File: config.mk
export PLATFORM = sky130hd
export DESIGN_NAME = mul_seq_ctrl
export DESIGN_NICKNAME = d
export VERILOG_FILES = /design/src/rtl/mul_seq_ctrl.sv
export SDC_FILE = /design/constraint.sdc
export NUM_CORES = 1
export LEC_CHECK = 0
export ABC_AREA = 0
export BUFFER_PORTS_ARGS = -buffer_cell sky130_fd_sc_hd__buf_4
export CAP_MARGIN = 20
export CORE_MARGIN = 8
export CORE_UTILIZATION = 55
export CTS_CLUSTER_DIAMETER = 120
export DETAILED_ROUTE_END_ITERATION = 7
export GPL_ROUTABILITY_DRIVEN = 0
export PLACE_DENSITY = 0.85
export RECOVER_POWER = 100
export SYNTH_ARGS = -nofsm -noshare
export SYNTH_HDL_FRONTEND = slang
export SYNTH_SLANG_ARGS = --single-unit
File: constraint.sdc
create_clock -name clk -period 3 [get_ports clk]
set_clock_uncertainty 0.1 [all_clocks]
set_input_delay 0.3 -clock clk [delete_from_list [all_inputs] [get_ports clk]]
set_output_delay 0.3 -clock clk [all_outputs]
set_load 0.02 [all_outputs]
File: src/rtl/mul_seq_ctrl.sv
// Sequential unsigned 32x32->64 shift-add multiplier controller.
// Owns the partial-product registers and steers an external 32-bit adder one step per cycle.
module mul_seq_ctrl #(
  parameter int WIDTH = 32,
  parameter int CNT_W = 5
) (
  input  logic                 clk,
  input  logic                 rst_n,
  input  logic                 start,
  input  logic [WIDTH-1:0]     multiplicand,
  input  logic [WIDTH-1:0]     multiplier,
  output logic                 busy,
  output logic                 done,
  output logic [2*WIDTH-1:0]   product,
  output logic [WIDTH-1:0]     add_a,
  output logic [WIDTH-1:0]     add_b,
  output logic                 add_cin,
  input  logic [WIDTH-1:0]     add_sum,
  input  logic                 add_cout
);

  typedef enum logic [1:0] {
    ST_IDLE = 2'd0,
    ST_RUN  = 2'd1,
    ST_DONE = 2'd2
  } state_e;

  localparam logic [CNT_W-1:0] LAST_STEP = CNT_W'(WIDTH - 1);

  state_e               state_q, state_d;
  logic [WIDTH-1:0]     m_q, m_d;
  logic [WIDTH-1:0]     hi_q, hi_d;
  logic [WIDTH-1:0]     lo_q, lo_d;
  logic [CNT_W-1:0]     cnt_q, cnt_d;
  logic [2*WIDTH-1:0]   product_q, product_d;

  // NOTE: sequential state uses non-blocking assignments so every flop samples pre-edge values.
  always_ff @(posedge clk or negedge rst_n) begin
    if (!rst_n) begin
      state_q   <= ST_IDLE;
      m_q       <= '0;
      hi_q      <= '0;
      lo_q      <= '0;
      cnt_q     <= '0;
      product_q <= '0;
    end else begin
      state_q   <= state_d;
      m_q       <= m_d;
      hi_q      <= hi_d;
      lo_q      <= lo_d;
      cnt_q     <= cnt_d;
      product_q <= product_d;
    end
  end

  // NOTE: every variable gets a hold/default value first so no latch is inferred.
  always_comb begin
    state_d   = state_q;
    m_d       = m_q;
    hi_d      = hi_q;
    lo_d      = lo_q;
    cnt_d     = cnt_q;
    product_d = product_q;

    unique case (state_q)
      ST_IDLE: begin
        if (start) begin
          m_d     = multiplicand;
          hi_d    = '0;
          lo_d    = multiplier;
          cnt_d   = '0;
          state_d = ST_RUN;
        end
      end
      ST_RUN: begin
        // Shift the 65-bit {cout, sum, LO} right by one; the carry lands in HI's MSB.
        hi_d  = {add_cout, add_sum[WIDTH-1:1]};
        lo_d  = {add_sum[0], lo_q[WIDTH-1:1]};
        cnt_d = cnt_q + 1'b1;
        if (cnt_q == LAST_STEP) begin
          product_d = {add_cout, add_sum, lo_q[WIDTH-1:1]};
          state_d   = ST_DONE;
        end
      end
      ST_DONE: begin
        state_d = ST_IDLE;
      end
      default: begin
        state_d = ST_IDLE;
      end
    endcase
  end

  // Adder operands come from registers only, keeping start/operand inputs off the adder path.
  always_comb begin
    add_a   = '0;
    add_b   = '0;
    add_cin = 1'b0;
    if (state_q == ST_RUN) begin
      add_a = hi_q;
      add_b = lo_q[0] ? m_q : '0;
    end
  end

  assign busy    = (state_q != ST_IDLE);
  assign done    = (state_q == ST_DONE);
  assign product = product_q;

endmodule

== Yosys cells after proc, flatten, opt, wreduce, memory -nomap -nowiden ==
Cells that the tools add are included.

* Word-level logic and storage cells: 31
* Input bits: 100
* Output and inout port bits: 131
* Bits in registers: 167

* Eq/ne operators: 5
* Mux-type cells: 12
* Reductions and logical operators: 7
* $add $sub $neg: 1

{| class="wikitable"
|+ Operators with widths
! kind !! number
|-
| two-way mux 32 bit || 5
|-
| case mux 32 bit (2 select lines) || 2
|-
| case mux 5 bit (2 select lines) || 1
|-
| AND reduction 2 bit || 4
|-
| adder 5 x 1 -> 5 bit (second input constant) || 1
|-
| equality test 5 bit (second input constant) || 1
|-
| two-way mux 5 bit || 1
|-
| two-way mux 2 bit || 2
|-
| inequality test 2 bit (second input constant) || 2
|-
| case mux 2 bit (2 select lines) || 1
|-
| nonzero test 2 bit || 2
|-
| equality test 2 x 1 -> 1 bit (second input constant) || 1
|-
| equality test 2 bit (second input constant) || 1
|-
| zero test 2 bit || 1
|}

== Logic depth before layout (Yosys ltp) ==
* Depth after elaboration: 3
* Gate-level depth with buffers: 7
* Depth with buffers taken out: 5

== Worst setup path after synthesis ==
Ideal clock, no wire load.

* Kind: flip-flop to flip-flop
* From: register cnt_q[0]
* To: register product_q[14], in the netlist product[14]
* Slack: 1.132 ns
* Period minus slack after synthesis: 1.868 ns
* Data required time: 2.775 ns
* Library setup time: 0.125 ns
* Path buffers: 2
* Arrival: 1.643 ns
* Stages on the path, launching flop included: 8
* Path through: dfrtp_1 > ha_1 > and3_1 > ha_1 > nand2_1 > buf_6 > buf_6 > mux2_4

* Word-level cells in the longest chain between the ends: 2

{| class="wikitable"
|+ Ends and longest elaborated chain
! item !! RTL line !! RTL
|-
| start: declaration || 34 || <nowiki>logic [CNT_W-1:0] cnt_q, cnt_d;</nowiki>
|-
| start signal: assignment || 51 || <nowiki>cnt_q <= cnt_d;</nowiki>
|-
| equality test 5 bit || 80 || <nowiki>if (cnt_q == LAST_STEP) begin</nowiki>
|-
| AND reduction 2 bit (no source line) || n/a ||
|-
| end signal: assignment || 52 || <nowiki>product_q <= product_d;</nowiki>
|-
| end: declaration || 35 || <nowiki>logic [2*WIDTH-1:0] product_q, product_d;</nowiki>
|}

No other way between the ends.
A chain may end at the register's enable or synchronous reset.

== Worst setup path in the final report ==
* From: register state_q[0]
* To: output add_b[29]

* Word-level cells in the longest chain between the ends: 2

{| class="wikitable"
|+ Ends and longest elaborated chain
! item !! RTL line !! RTL
|-
| start: declaration || 30 || <nowiki>state_e state_q, state_d;</nowiki>
|-
| start signal: assignment || 47 || <nowiki>state_q <= state_d;</nowiki>
|-
| equality test 2 x 1 -> 1 bit || 99 || <nowiki>if (state_q == ST_RUN) begin</nowiki>
|-
| two-way mux 32 bit || 99 ||
|-
| end: declaration || 16 || <nowiki>output logic [WIDTH-1:0] add_b,</nowiki>
|}

No other way between the ends.

==> out/results.txt <==
Status: finished, violations left
Failing checks: max-capacitance violations, max-slew violations
Simple-Gate Fraction of Synth Area: 12.0%
Reg2reg start: cnt_q[0]
Post-synthesis adder-cell area fraction: 0.347%
Ys Warns: 0
Clock tree buffer depth: 2
Design Area, Final: 9190 µm²
Worst Hold Class: primary input to flop
Mapped Nets: 698
Max-slew violations: 76
Core ar.: 13,000 µm²
Maximum clock frequency: 0.360 GHz
R2r worst-path depth: 6
Final design utilization: 70.5%
Critical Path Fanout Max: 99
Final Hold Viols: 0
Critical path type: flop to output port
Clk sink count: 167
Setup_tns: 0 ns
First-pass GRT wire length: 30,100 µm
Sequential area share after synthesis: 57.9%
Maximum vdd drop: 0.000571 V
Worst slew pin tran: 1.84 ns
ANT nets after route: 0
Die Width: 131 µm
DRT iter0 DRCs: 402
Largest net degree at the start of global routing: 100
Vias in the first global route: 5,851
Cells after synthesis: 596
Die height: 131 µm
Period utilization: 92.6%
CP Capture Type: output port
Post-synthesis cell type count: 28
Crit start category: flop
Fraction of registers with async set/reset: 100%
Antenna cell count: 0
Most frequent cells in the layout: 167 x dfrtp_1, 126 x buf_4, 108 x clkbuf_1, 101 x nand2_1, 66 x o21ai_0
PnR Total Power: 10.3 mW
Hold path depth: 3
Ports: 231
Worst Path Arrival: 2.38 ns
GR Overflow Total: 0
Fraction of layout instances using a drive strength above 1: 26.3%
Post-cts sizing count: 0
HPWL after DPL: 13,500 µm
Via-per-instance ratio: 5.33
Die ar.: 17,000 µm²
R2r setup slk: 0.33 ns
Main combinational cell family by area after synthesis: multiplexers
Area of the multi-input gates: 2630 µm²
Minimum clock period: 2.78 ns
Initial antenna violation count: 0
Root Driver: clkbuf_16
DRC: 0
Post-CTS Setup Repair Bufs: 0
CP startpoint: state_q[0]
Number of synthesized register bits: 167
Post-synthesis mux area share: 17.7%
Initial DRT Pass Iterations: 4
Most common cell after layout, fill and taps aside: dfrtp_1
Final WL: 19,300 µm
Initial Util: 55.4%
Mapped Avg Cell Area: 12.1 µm²
Nets@finish: 929
GRT Total Usage: 22.7%
CTS tree: yes
Total CTS buffers: 17
Rows: 42
Top_reg_cell synth: dfrtp_1
Xor/xnor cell area share of the yosys netlist: 0%
Post-synth EDFFs: 0
Syn Std Cell Area: 7210 µm²
Filler Cell Count: 1,037
Via count: 5,407
Area Overhead vs Synth: 27.4%
RSZ-0062 raised after global routing: no
P_leak: 4.24 nW
CP Capture Point: add_b[29]
Compound-Gate Fraction of Synth Area: 8.46%
Storage cell area: 4180 µm²
Max cap viols: 1
Relative slew slack: -22.5%
Clk slew on worst S/H paths: 0.06 ns
Wire per inst: 19.0 µm
# port buffers: 229
H-tree Lvls: 4
Clock latency on the worst-skew pair: 0.42 ns
Post-DP Area: 9050 µm²
Pwr/cell area: 1130 nW/µm²
Req. time, crit path: 2.60 ns
Reg-to-Reg End: product[27]
Setup violators final: 0
-- critical path: stages (launching register included) --
cell	delay (ns)
dfrtp_1	0.76
nor2b_4	0.33
buf_12	0.33
and3_1	0.22
clkbuf_1	0.27
-- cell usage after synthesis (all sizes together) (2+ instances only) --
library cell    n  area, µm²
nand2b          3       18.8
ha              2       25.0
o21ai          66        330
and2           32        200
clkbuf         22       82.6
nand2         102        383
dfrtp         167       4180
a22oi          31        233
nand3           2       10.0
nor2b           3       18.8
o21bai          2       15.0
mux2           96       1260
buf            25        171
and3           33        206
-- final cells by class --
| cell class | count | area share [%] |
|---|---|---|
| Sequential cell | 167 | 45.5 |
| Multi-Input combinational cell | 381 | 28.6 |
| Clock buffer | 19 | 4.93 |
| Tap cell | 176 | 2.40 |
| Inverter | 1 | 0.0408 |
| Timing Repair Buffer | 259 | 17.2 |
| Clock inverter | 12 | 1.38 |
-- worst min-delay path by stage --
| stage | from | endpoint | slack (ns) |
|---|---|---|---|
| after floorplan | rst_n | cnt_q[0] | -0.1 |
| final | add_sum[25] | hi_q[24] | 0.004 |
| after global placement | rst_n | hi_q[24] | 0.25 |
| after global routing | add_sum[29] | hi_q[28] | -0.001 |
| after detailed placement | rst_n | product[62] | 0.26 |
| after CTS | add_sum[28] | hi_q[27] | 0.0008 |
-- registers in the layout, indices dropped and copies added, names as in the netlist --
name     cells
product     64
hi_q        32
m_q         32
lo_q        32
cnt_q        5
state_q      2
-- cell families after synthesis --
logic type               after synthesis
AO/OA/AOI/OAI                        103
adder cells (fa/ha/maj)                2
buffers and inverters                 48
flip-flops                           167
multiplexers                          97
other                                  1
AND/OR/NAND/NOR                      178
-- power by group --
group          switching [mW]  internal [mW]
Clock                   0.888           1.26
Combinational            2.56           1.60
Sequential              0.717           3.31
-- layer usage --
metal  vias to the layer above  track usage, %  share of wire [%]
li1                       2516               -                  -
met1                      2676            27.1                 40
met2                       187            38.0                 50
met3                        28            6.57                7.7
met4                         0            9.18                1.9
met5                         -               0                  0
-- per-stage QoR --
| stage | std cells | hold WS [ns] | setup WS (ns) |
|---|---|---|---|
| floorplan | 596 | -0.0956 | 1.13 |
| detailed placement | 967 | 0.263 | 0.724 |
| finish | 1015 | 0.00442 | 0.221 |
| global placement | 967 | 0.250 | 0.780 |
| global route | 1015 | -0.00108 | 0.0653 |
| CTS | 1012 | 0.000781 | 0.288 |
-- repair_timing --
item	in CTS	in global routing
hold endpoints to repair	85	3
hold buffers	14	3
setup endpoints to repair	0	0
Note: power is estimated with default switching activity, not from simulation.
